<file path="src/rtl/bp_pkg.sv">
// rtl/bp_pkg.sv - shared constants and counter helpers for the local branch predictor
package bp_pkg;

    // BTB entry layout: valid bit at the bottom, then the 32-bit target, tag on top
    localparam int BTB_VALID_BIT = 0;
    localparam int BTB_TGT_LSB   = 1;
    localparam int BTB_TGT_BITS  = 32;
    localparam int BTB_TAG_LSB   = BTB_TGT_LSB + BTB_TGT_BITS;

    // Tag covers every PC bit above the index and the two byte-offset bits
    function automatic int btb_tag_bits(input int idx_bits);
        return 30 - idx_bits;
    endfunction

    function automatic int btb_entry_bits(input int idx_bits);
        return BTB_TAG_LSB + btb_tag_bits(idx_bits);
    endfunction

    // Weakly not-taken: one below the taken threshold
    function automatic logic [31:0] ctr_reset_val(input int ctr_bits);
        return (32'd1 << (ctr_bits - 1)) - 32'd1;
    endfunction

    function automatic logic [31:0] ctr_max_val(input int ctr_bits);
        return (32'd1 << ctr_bits) - 32'd1;
    endfunction

    function automatic logic [31:0] sat_inc(input logic [31:0] v, input int ctr_bits);
        return (v == ctr_max_val(ctr_bits)) ? v : v + 32'd1;
    endfunction

    function automatic logic [31:0] sat_dec(input logic [31:0] v);
        return (v == 32'd0) ? v : v - 32'd1;
    endfunction

endpackage

</file>
<file path="src/rtl/bp_lhpt_bank.sv">
// rtl/bp_lhpt_bank.sv - saturating counter pattern table, two read ports, one training port
module bp_lhpt_bank
    import bp_pkg::*;
#(
    parameter int HIST_BITS = 4,
    parameter int CTR_BITS  = 2
) (
    input  logic                 clk,
    input  logic                 rst,
    input  logic [HIST_BITS-1:0] rd_idx0,
    input  logic [HIST_BITS-1:0] rd_idx1,
    output logic [CTR_BITS-1:0]  rd_ctr0,
    output logic [CTR_BITS-1:0]  rd_ctr1,
    input  logic                 wr_en,
    input  logic [HIST_BITS-1:0] wr_idx,
    input  logic                 wr_taken
);

    localparam int                  DEPTH   = 1 << HIST_BITS;
    localparam logic [CTR_BITS-1:0] CTR_RST = CTR_BITS'(ctr_reset_val(CTR_BITS));

    logic [CTR_BITS-1:0] ctr_q [DEPTH];
    logic [CTR_BITS-1:0] ctr_d [DEPTH];
    logic [31:0]         wr_next;

    // Read-modify-write of the trained counter; reads always see the registered array
    always_comb begin
        ctr_d   = ctr_q;
        wr_next = '0;
        if (wr_en) begin
            wr_next = wr_taken ? sat_inc(32'(ctr_q[wr_idx]), CTR_BITS)
                               : sat_dec(32'(ctr_q[wr_idx]));
            ctr_d[wr_idx] = wr_next[CTR_BITS-1:0];
        end
    end

    // Counter storage, cleared to weakly not-taken on reset
    always_ff @(posedge clk or posedge rst) begin
        if (rst) begin
            for (int i = 0; i < DEPTH; i++) begin
                ctr_q[i] <= CTR_RST;
            end
        end else begin
            ctr_q <= ctr_d;
        end
    end

    assign rd_ctr0 = ctr_q[rd_idx0];
    assign rd_ctr1 = ctr_q[rd_idx1];

endmodule

</file>
<file path="src/rtl/local_predictor_2w.sv">
// rtl/local_predictor_2w.sv - two-slot local-history branch predictor with tagged BTB
module local_predictor_2w
    import bp_pkg::*;
#(
    parameter int LHR_IDX_BITS = 4,
    parameter int HIST_BITS    = 4,
    parameter int BTB_IDX_BITS = 4,
    parameter int CTR_BITS     = 2
) (
    input  logic                 clk,
    input  logic                 rst,
    input  logic [1:0]           lk_valid,
    input  logic [31:0]          lk_pc0,
    input  logic [31:0]          lk_pc1,
    output logic [1:0]           pr_valid,
    output logic [1:0]           pr_taken,
    output logic [1:0]           pr_hit,
    output logic [31:0]          pr_target0,
    output logic [31:0]          pr_target1,
    output logic [HIST_BITS-1:0] pr_hist0,
    output logic [HIST_BITS-1:0] pr_hist1,
    input  logic                 up_valid,
    input  logic [31:0]          up_pc,
    input  logic                 up_taken,
    input  logic [31:0]          up_target,
    input  logic [HIST_BITS-1:0] up_hist,
    input  logic                 up_mispredict,
    output logic [31:0]          cnt_lookups,
    output logic [31:0]          cnt_mispred
);

    localparam int LHR_DEPTH  = 1 << LHR_IDX_BITS;
    localparam int BTB_DEPTH  = 1 << BTB_IDX_BITS;
    localparam int TAG_BITS   = btb_tag_bits(BTB_IDX_BITS);
    localparam int ENTRY_BITS = btb_entry_bits(BTB_IDX_BITS);

    logic [HIST_BITS-1:0]  lhr_q [LHR_DEPTH];
    logic [HIST_BITS-1:0]  lhr_d [LHR_DEPTH];
    logic [ENTRY_BITS-1:0] btb_q [BTB_DEPTH];
    logic [ENTRY_BITS-1:0] btb_d [BTB_DEPTH];

    logic [31:0]           lk_pc     [2];
    logic [HIST_BITS-1:0]  lk_hist   [2];
    logic [ENTRY_BITS-1:0] lk_entry  [2];
    logic [CTR_BITS-1:0]   lk_ctr    [2];
    logic [1:0]            lk_hit;
    logic [1:0]            lk_taken;
    logic [31:0]           lk_target [2];

    logic [1:0]           pr_valid_q,   pr_valid_d;
    logic [1:0]           pr_taken_q,   pr_taken_d;
    logic [1:0]           pr_hit_q,     pr_hit_d;
    logic [31:0]          pr_target0_q, pr_target0_d;
    logic [31:0]          pr_target1_q, pr_target1_d;
    logic [HIST_BITS-1:0] pr_hist0_q,   pr_hist0_d;
    logic [HIST_BITS-1:0] pr_hist1_q,   pr_hist1_d;
    logic [31:0]          cnt_lookups_q, cnt_lookups_d;
    logic [31:0]          cnt_mispred_q, cnt_mispred_d;

    logic [HIST_BITS-1:0]  up_lhr_old;
    logic [ENTRY_BITS-1:0] up_entry;

    // Slot PCs index the local history and BTB tables
    always_comb begin
        lk_pc[0] = lk_pc0;
        lk_pc[1] = lk_pc1;
        for (int s = 0; s < 2; s++) begin
            lk_hist[s]  = lhr_q[lk_pc[s][LHR_IDX_BITS+1:2]];
            lk_entry[s] = btb_q[lk_pc[s][BTB_IDX_BITS+1:2]];
        end
    end

    bp_lhpt_bank #(
        .HIST_BITS (HIST_BITS),
        .CTR_BITS  (CTR_BITS)
    ) u_lhpt (
        .clk      (clk),
        .rst      (rst),
        .rd_idx0  (lk_hist[0]),
        .rd_idx1  (lk_hist[1]),
        .rd_ctr0  (lk_ctr[0]),
        .rd_ctr1  (lk_ctr[1]),
        .wr_en    (up_valid),
        .wr_idx   (up_hist),
        .wr_taken (up_taken)
    );

    // Direction and target per slot; taken needs both a strong counter and a BTB hit
    always_comb begin
        for (int s = 0; s < 2; s++) begin
            lk_hit[s]    = lk_entry[s][BTB_VALID_BIT] &&
                           (lk_entry[s][BTB_TAG_LSB +: TAG_BITS] == lk_pc[s][31:BTB_IDX_BITS+2]);
            lk_taken[s]  = lk_ctr[s][CTR_BITS-1] && lk_hit[s];
            lk_target[s] = lk_taken[s] ? lk_entry[s][BTB_TGT_LSB +: BTB_TGT_BITS]
                                       : lk_pc[s] + 32'd4;
        end
    end

    // Next prediction registers; slot 1 is squashed behind a taken slot 0
    always_comb begin
        pr_valid_d[0] = lk_valid[0];
        pr_valid_d[1] = lk_valid[1] && !(lk_valid[0] && lk_taken[0]);
        pr_taken_d[0] = pr_valid_d[0] && lk_taken[0];
        pr_taken_d[1] = pr_valid_d[1] && lk_taken[1];
        pr_hit_d[0]   = pr_valid_d[0] && lk_hit[0];
        pr_hit_d[1]   = pr_valid_d[1] && lk_hit[1];
        pr_target0_d  = lk_target[0];
        pr_target1_d  = lk_target[1];
        pr_hist0_d    = lk_hist[0];
        pr_hist1_d    = lk_hist[1];
        cnt_lookups_d = cnt_lookups_q + 32'(lk_valid[0]) + 32'(lk_valid[1]);
        cnt_mispred_d = cnt_mispred_q + 32'(up_valid && up_mispredict);
    end

    // Resolve path: shift the outcome into the branch's history, install taken targets
    always_comb begin
        lhr_d      = lhr_q;
        btb_d      = btb_q;
        up_lhr_old = lhr_q[up_pc[LHR_IDX_BITS+1:2]];
        up_entry   = '0;
        up_entry[BTB_VALID_BIT]                  = 1'b1;
        up_entry[BTB_TAG_LSB +: TAG_BITS]        = up_pc[31:BTB_IDX_BITS+2];
        up_entry[BTB_TGT_LSB +: BTB_TGT_BITS]    = up_target;
        if (up_valid) begin
            lhr_d[up_pc[LHR_IDX_BITS+1:2]] = {up_lhr_old[HIST_BITS-2:0], up_taken};
            if (up_taken) begin
                btb_d[up_pc[BTB_IDX_BITS+1:2]] = up_entry;
            end
        end
    end

    // History and BTB storage
    always_ff @(posedge clk or posedge rst) begin
        if (rst) begin
            for (int i = 0; i < LHR_DEPTH; i++) begin
                lhr_q[i] <= '0;
            end
            for (int i = 0; i < BTB_DEPTH; i++) begin
                btb_q[i] <= '0;
            end
        end else begin
            lhr_q <= lhr_d;
            btb_q <= btb_d;
        end
    end

    // Prediction outputs and performance counters
    always_ff @(posedge clk or posedge rst) begin
        if (rst) begin
            pr_valid_q    <= '0;
            pr_taken_q    <= '0;
            pr_hit_q      <= '0;
            pr_target0_q  <= '0;
            pr_target1_q  <= '0;
            pr_hist0_q    <= '0;
            pr_hist1_q    <= '0;
            cnt_lookups_q <= '0;
            cnt_mispred_q <= '0;
        end else begin
            pr_valid_q    <= pr_valid_d;
            pr_taken_q    <= pr_taken_d;
            pr_hit_q      <= pr_hit_d;
            pr_target0_q  <= pr_target0_d;
            pr_target1_q  <= pr_target1_d;
            pr_hist0_q    <= pr_hist0_d;
            pr_hist1_q    <= pr_hist1_d;
            cnt_lookups_q <= cnt_lookups_d;
            cnt_mispred_q <= cnt_mispred_d;
        end
    end

    assign pr_valid    = pr_valid_q;
    assign pr_taken    = pr_taken_q;
    assign pr_hit      = pr_hit_q;
    assign pr_target0  = pr_target0_q;
    assign pr_target1  = pr_target1_q;
    assign pr_hist0    = pr_hist0_q;
    assign pr_hist1    = pr_hist1_q;
    assign cnt_lookups = cnt_lookups_q;
    assign cnt_mispred = cnt_mispred_q;

endmodule

</file>
<file path="config.mk">
export PLATFORM = sky130hd
export DESIGN_NAME = local_predictor_2w
export DESIGN_NICKNAME = d
export VERILOG_FILES = /design/src/rtl/bp_pkg.sv /design/src/rtl/bp_lhpt_bank.sv /design/src/rtl/local_predictor_2w.sv
export SDC_FILE = /design/constraint.sdc
export NUM_CORES = 2
export LEC_CHECK = 0
export CORE_UTILIZATION = 45
export DETAILED_ROUTE_END_ITERATION = 10
export PLACE_DENSITY = 0.66
export SETUP_SLACK_MARGIN = 0.02
export SLEW_MARGIN = 20
export SYNTH_ARGS = -nofsm -noshare
export SYNTH_HDL_FRONTEND = slang
export SYNTH_SLANG_ARGS = --single-unit
</file>
<file path="constraint.sdc">
create_clock -name clk -period 98.6 [get_ports clk]
set_input_delay 9.86 -clock clk [delete_from_list [all_inputs] [get_ports clk]]
set_output_delay 9.86 -clock clk [all_outputs]
set_load 0.05 [all_outputs]
</file>
# ---- Word-level counts from Yosys, hierarchy flattened
# Cells that the tools add are included.
dict set report totals {
  register_bits 1182
  inputBits 139
  out_inout_bits 142
  elab_cells 134
}
dict set report op_classes {
  addsub 7
  order_cmp 8
  n_eq_ne 3
  mux 38
  bitwise_logic 6
  n_reduce_logical 15
}
# op n
set op_table {}
lappend op_table {{$bwmux 944} 1}
lappend op_table {{$bmux 59 s4} 2}
lappend op_table {{$mux 59} 5}
lappend op_table {{$demux 59 s4} 1}
lappend op_table {{$add 32x1->32} 3}
lappend op_table {{$add 32x3->32 const B} 2}
lappend op_table {{$bwmux 64} 1}
lappend op_table {{$mux 32} 2}
lappend op_table {{$eq 26x26->1} 2}
lappend op_table {{$bmux 4 s4} 3}
lappend op_table {{$bwmux 32} 1}
lappend op_table {{$ge 5x5->1 const B} 6}
lappend op_table {{$not 4->5} 6}
lappend op_table {{$bmux 2 s4} 3}
lappend op_table {{$mux 2} 10}
lappend op_table {{$mux 4} 5}
lappend op_table {{$demux 4 s4} 1}
lappend op_table {{$logic_and 1x1->1} 12}
lappend op_table {{$lt 5x1->1 const B} 2}
lappend op_table {{$demux 2 s4} 1}
lappend op_table {{$mux 3} 2}
lappend op_table {{$add 2x1->2 const B} 1}
lappend op_table {{$eq 2x2->1 const B} 1}
lappend op_table {{$logic_not 2->1} 1}
lappend op_table {{3 further kinds} 3}

# ---- Depth between registers and ports, before layout
dict set report logic_depth {
  ltp_word 13
  ltp_mapped 15
  depth_no_buf 9
}

# ---- Modules after synthesis
# Synthesis repeated with hierarchy kept, for this count alone.
dict set report hier_totals {
  hier_cells 4350
  hier_area_um2 63777.4
}
# mod instances cells_each area_per_inst_um2 seq_area_each_um2
set modules_own_cells {}
lappend modules_own_cells {local_predictor_2w 1 4189 61606.6 28777.6}
lappend modules_own_cells {bp_lhpt_bank 1 161 2170.8 820.8}

# ---- Worst setup path before layout
# OpenSTA, ideal clock, no wires.
dict set report synth_path {
  kind {input to register}
  from {input port lk_pc1[2]}
  to {register pr_target1_q[10], in the netlist pr_target1[10]}
  setup_ps 128
  arrival_time_ps 13066
  required_ps 98472
  setup_slack_ps 85406
  cell_stages 11
  path_buffers 8
  path_cell_list {buf_4 -> buf_8 -> buf_6 -> buf_6 -> buf_6 -> buf_2 -> clkbuf_1 -> buf_1 -> mux4_2 -> mux4_2 -> mux2_1}
}
dict set report synth_via {
  elab_chain_len 10
  word_cells_on_any_way 16
  cone_classes {add/sub: 1; eq/ne: 1; mux: 10; bitwise: 2; reduce/logical: 2}
}
# element line
set synth_lines {}
lappend synth_lines {{start: declaration} local_predictor_2w.sv:14} ;# input logic [31:0] lk_pc1,
lappend synth_lines {{$not 4->5 (implied by the code)} {local_predictor_2w.sv:68, local_predictor_2w.sv:69}}
lappend synth_lines {{$bmux 4 s4} local_predictor_2w.sv:68} ;# lk_hist[s] = lhr_q[lk_pc[s][LHR_IDX_BITS+1:2]];
lappend synth_lines {{$mux 4 (implied by the code) (2 in series)} local_predictor_2w.sv:68}
lappend synth_lines {{$not 4->5 (implied by the code)} bp_lhpt_bank.sv:49} ;# assign rd_ctr1 = ctr_q[rd_idx1];
lappend synth_lines {{$bmux 2 s4} bp_lhpt_bank.sv:49}
lappend synth_lines {{$mux 2 (implied by the code) (2 in series)} bp_lhpt_bank.sv:49}
lappend synth_lines {{$logic_and 1x1->1} local_predictor_2w.sv:93} ;# lk_taken[s] = lk_ctr[s][CTR_BITS-1] && lk_hit[s];
lappend synth_lines {{$mux 32 (*)} local_predictor_2w.sv:94} ;# lk_target[s] = lk_taken[s] ? lk_entry[s][BTB_TGT_LSB +: BTB_TGT_BITS]
lappend synth_lines {{via pr_target1_d[10]} local_predictor_2w.sv:54} ;# logic [31:0] pr_target1_q, pr_target1_d;
lappend synth_lines {{end signal: assignment} local_predictor_2w.sv:164} ;# pr_target1_q <= pr_target1_d;
lappend synth_lines {{end: declaration} local_predictor_2w.sv:54}
# The timed path passes the listed nets; every way through them passes the cells marked *. The select of a mux whose other input is x is not followed.
# A chain may end at the register's enable or synchronous reset.

# ---- Final worst setup path
dict set report layout_path {
  from {input port lk_pc0[3]}
  to {register pr_target0_q[12], in the netlist pr_target0[12]}
}
dict set report layout_via {
  elab_chain_len 10
  word_cells_on_any_way 16
  cone_classes {add/sub: 1; eq/ne: 1; mux: 10; bitwise: 2; reduce/logical: 2}
}
# element line
set layout_lines {}
lappend layout_lines {{start: declaration} local_predictor_2w.sv:13} ;# input logic [31:0] lk_pc0,
lappend layout_lines {{$not 4->5 (implied by the code)} {local_predictor_2w.sv:68, local_predictor_2w.sv:69}}
lappend layout_lines {{$bmux 4 s4} local_predictor_2w.sv:68}
lappend layout_lines {{$mux 4 (implied by the code) (2 in series)} local_predictor_2w.sv:68}
lappend layout_lines {{$not 4->5 (implied by the code)} bp_lhpt_bank.sv:48} ;# assign rd_ctr0 = ctr_q[rd_idx0];
lappend layout_lines {{$bmux 2 s4} bp_lhpt_bank.sv:48}
lappend layout_lines {{$mux 2 (implied by the code) (2 in series)} bp_lhpt_bank.sv:48}
lappend layout_lines {{$logic_and 1x1->1} local_predictor_2w.sv:93}
lappend layout_lines {{$mux 32 (*)} local_predictor_2w.sv:94}
lappend layout_lines {{via pr_target0_d[12]} local_predictor_2w.sv:53} ;# logic [31:0] pr_target0_q, pr_target0_d;
lappend layout_lines {{end signal: assignment} local_predictor_2w.sv:163} ;# pr_target0_q <= pr_target0_d;
lappend layout_lines {{end: declaration} local_predictor_2w.sv:53}
# Marks and branches as above.

==> flow_metrics.py <==
metrics = {
    "route": {
        "ant_nets": 0,
        "drtIter0Drc": 3991,
        "wl_met2_mm": 91.0,
        "top_layer_used": "met5",
        "drt_pre_antenna_iters": 5,
        "drt-met1-wl_mm": 85.0,
        "vias": 40700,
        "met3_length_mm": 17.5,
        "drt-vias-per-instance": 6.42,
        "wl_mm": 200,
        "drc": 0,
        "wl_per_cell_um": 31.6,
    },
    "grt": {
        "grt_usage_pct": 28.5,
        "antenna_found_initial": 37,
        "grt_start_max_net_pins": 183,
        "overflow": 0,
        "grt_pass1_wl_mm": 294,
        "first_global_vias": 41200,
    },
    "finish": {
        "syn_to_final_growth_pct": 14.0,
        "drive_gt1_share_pct": 44.4,
        "fin_cells": 6347,
        "design_area_mm2": 0.0721,
        "layout_common_cells": "1166 x dfrtp_1, 1076 x mux2_2, 569 x mux4_2",
        "layout_commonest_cell": "dfrtp_1",
        "post-route-util_pct": 51.7,
        "fin_nets": 4500,
    },
    "floorplan": {
        "dieArea_mm2": 0.142,
        "die_width_um": 377,
        "start_util_pct": 45.3,
        "coreArea_mm2": 0.140,
        "ios": 281,
        "die_h_um": 377,
        "row_count": 137,
    },
    "place": {
        "portBuffers": 278,
        "place_hpwl_mm": 126,
        "placed_area_mm2": 0.0675,
        "dpl_worst_slack_ns": 83.11,
        "dp.cells": 6094,
        "place.gp.congestion": 0.991,
    },
    "yosys": {
        "ys_seq_area_share_pct": 46.8,
        "synth.avg_cell_area_um2": 14.9,
        "synth_cell_types": 76,
        "synth_cells": 4244,
        "ys_async_sr_fraction_pct": 100,
        "synth_nets": 4389,
        "synth_edf_count": 0,
        "synth_area_mm2": 0.0632,
        "yosysWarningCount": 0,
        "ys_seq_elements": 1182,
        "synth-main-ff-cell": "dfrtp_1",
    },
    "pwr": {
        "leakagePower_nw": 30.9,
        "ir_drop_mv": 0.0162,
        "powerDensity_mw_per_mm2": 20.8,
        "power_mw": 1.50,
    },
    "outcome": {
        "outcome": "finished clean",
    },
    "timing": {
        "setup_slack_ns": 83.79,
        "final.setup.tns_ns": 0,
        "worst_pin_slew_ns": 1.17,
        "setup_violations": 0,
        "final.min_clock_period_ns": 14.81,
        "whs_ns": 0.467,
        "period_share_pct": 15.0,
        "maxSlewViolCount": 0,
        "final_hold_viol_count": 0,
        "finClkSkew_ns": 0.0269,
        "fmax_ghz": 0.0675,
        "grt_setup_unrepaired": "false",
        "maxSlewHeadroom_pct": 22.1,
    },
    "critical_path": {
        "cp.arrival_ns": 15.45,
        "end_kind": "flop",
        "worstSetupPathType": "input pin to flop",
        "startpoint_type": "input pin",
        "crit_fanout": 87,
        "crit_required_ns": 99.24,
    },
    "clock_tree": {
        "clk_path_buf_depth": 3,
        "cts_setup_buffers": 0,
        "path_clk_slew_ns": 0.06,
        "cts_resized": 0,
        "clock_sinks": 1182,
        "cts-root-buf": "clkbuf_16",
        "cts_buffers": 134,
        "htreeDepth": 4,
        "clkLatencyLatePin_ns": 0.79,
        "cts-hold-fix-buffers": 0,
        "cts_tree": "done",
    },
    "min_path": {
        "hold_class": "flop to flop",
    },
    "run": {
        "cap_violations": 0,
    },
}
## where the power goes
part	switching, mW	internal (mW)
logic	0.153	0.187
clock network	0.210	0.302
registers	0.0663	0.579
## synth_stat cells (17+ instances only)
| cell | number | share of area, % |
|---|---|---|
| dfrtp_1 | 1166 | 46 |
| mux2_2 | 1076 | 19 |
| mux4_2 | 569 | 20 |
| clkbuf_1 | 165 | 0.98 |
| mux2i_1 | 140 | 2.2 |
| nand2_1 | 127 | 0.75 |
| buf_1 | 125 | 0.74 |
| xnor2_1 | 120 | 1.7 |
| nor2_1 | 92 | 0.55 |
| buf_2 | 54 | 0.43 |
| inv_1 | 49 | 0.29 |
| nand3_1 | 46 | 0.36 |
| nor3_1 | 37 | 0.29 |
| nand2b_1 | 34 | 0.34 |
| mux2_1 | 29 | 0.52 |
| xor2_1 | 29 | 0.40 |
| nand4_1 | 28 | 0.28 |
| o22ai_1 | 28 | 0.28 |
| o21ai_0 | 25 | 0.20 |
| and3_1 | 24 | 0.24 |
| a22oi_1 | 21 | 0.25 |
| nor4_1 | 20 | 0.20 |
| nor2b_1 | 17 | 0.17 |
## cell families after synthesis
logic type	after synthesis	synth area share, %
buffers and inverters	416	2.74
and+or+nand+nor	497	4.06
AOI/OAI and AO/OA	178	2.00
adders and majority gates	8	0.162
xor gates and xnor gates	149	2.06
muxes	1814	42.2
DFF	1182	46.8
## final timing paths
| path | depth (start not counted) | slack [ns] | end | start |
|---|---|---|---|---|
| min in group asynchronous | 2 | 9.68 | lhr_q[21]$_DFFE_PP0P_ | rst |
| setup / recovery | 12 | 83.79 | pr_target0[12]$_DFF_PP0_ | lk_pc0[3] |
| max in group asynchronous | 5 | 85.75 | btb_q[263]$_DFFE_PP0P_ | rst |
| hold reg to reg | 1 | 0.47 | cnt_lookups[31]$_DFF_PP0_ | cnt_lookups[31]$_DFF_PP0_ |
| setup reg to reg | 9 | 94.40 | pr_target1[9]$_DFF_PP0_ | lhr_q[48]$_DFFE_PP0P_ |
| hold / removal | 1 | 0.47 | cnt_lookups[31]$_DFF_PP0_ | cnt_lookups[31]$_DFF_PP0_ |
## flip-flops by register name, indices dropped and copies added, names as in the netlist
signal,cells
btb_q,944
cnt_lookups,32
cnt_mispred,32
lhr_q,64
pr_hist0,4
pr_hist1,4
pr_hit,2
pr_taken,2
pr_target0,32
pr_target1,32
pr_valid,2
u_lhpt.ctr_q,32
## critical path: stages
cell and delay (ns):
buf_8 0.58, buf_4 0.82, buf_4 0.85, mux4_2 0.59, mux2i_1 0.72, nand2_1 0.11
nand3_1 0.14, a2111oi_0 0.10, and3_1 0.24, nand4b_1 0.09, buf_4 0.56, mux2_2 0.48
## cell type report
| cell class | count | area, um2 |
|---|---|---|
| inverters | 51 | 204 |
| repair buffers | 340 | 3360 |
| well taps | 1876 | 2350 |
| diodes | 13 | 32.5 |
| clock buffers | 192 | 3970 |
| multi-input cells | 2646 | 32000 |
| fillers | 11700 | 67500 |
| clock inverters | 47 | 526 |
| flip-flops and latches | 1182 | 29600 |
## per-layer routing
metal / global-route usage, % / vias to the layer above
li1: - / 16500
met1: 40.2 / 22100
met2: 42.9 / 1667
met3: 7.12 / 358
met4: 9.61 / 32
met5: 0 / -
Note: power is estimated with default switching activity, not from simulation.
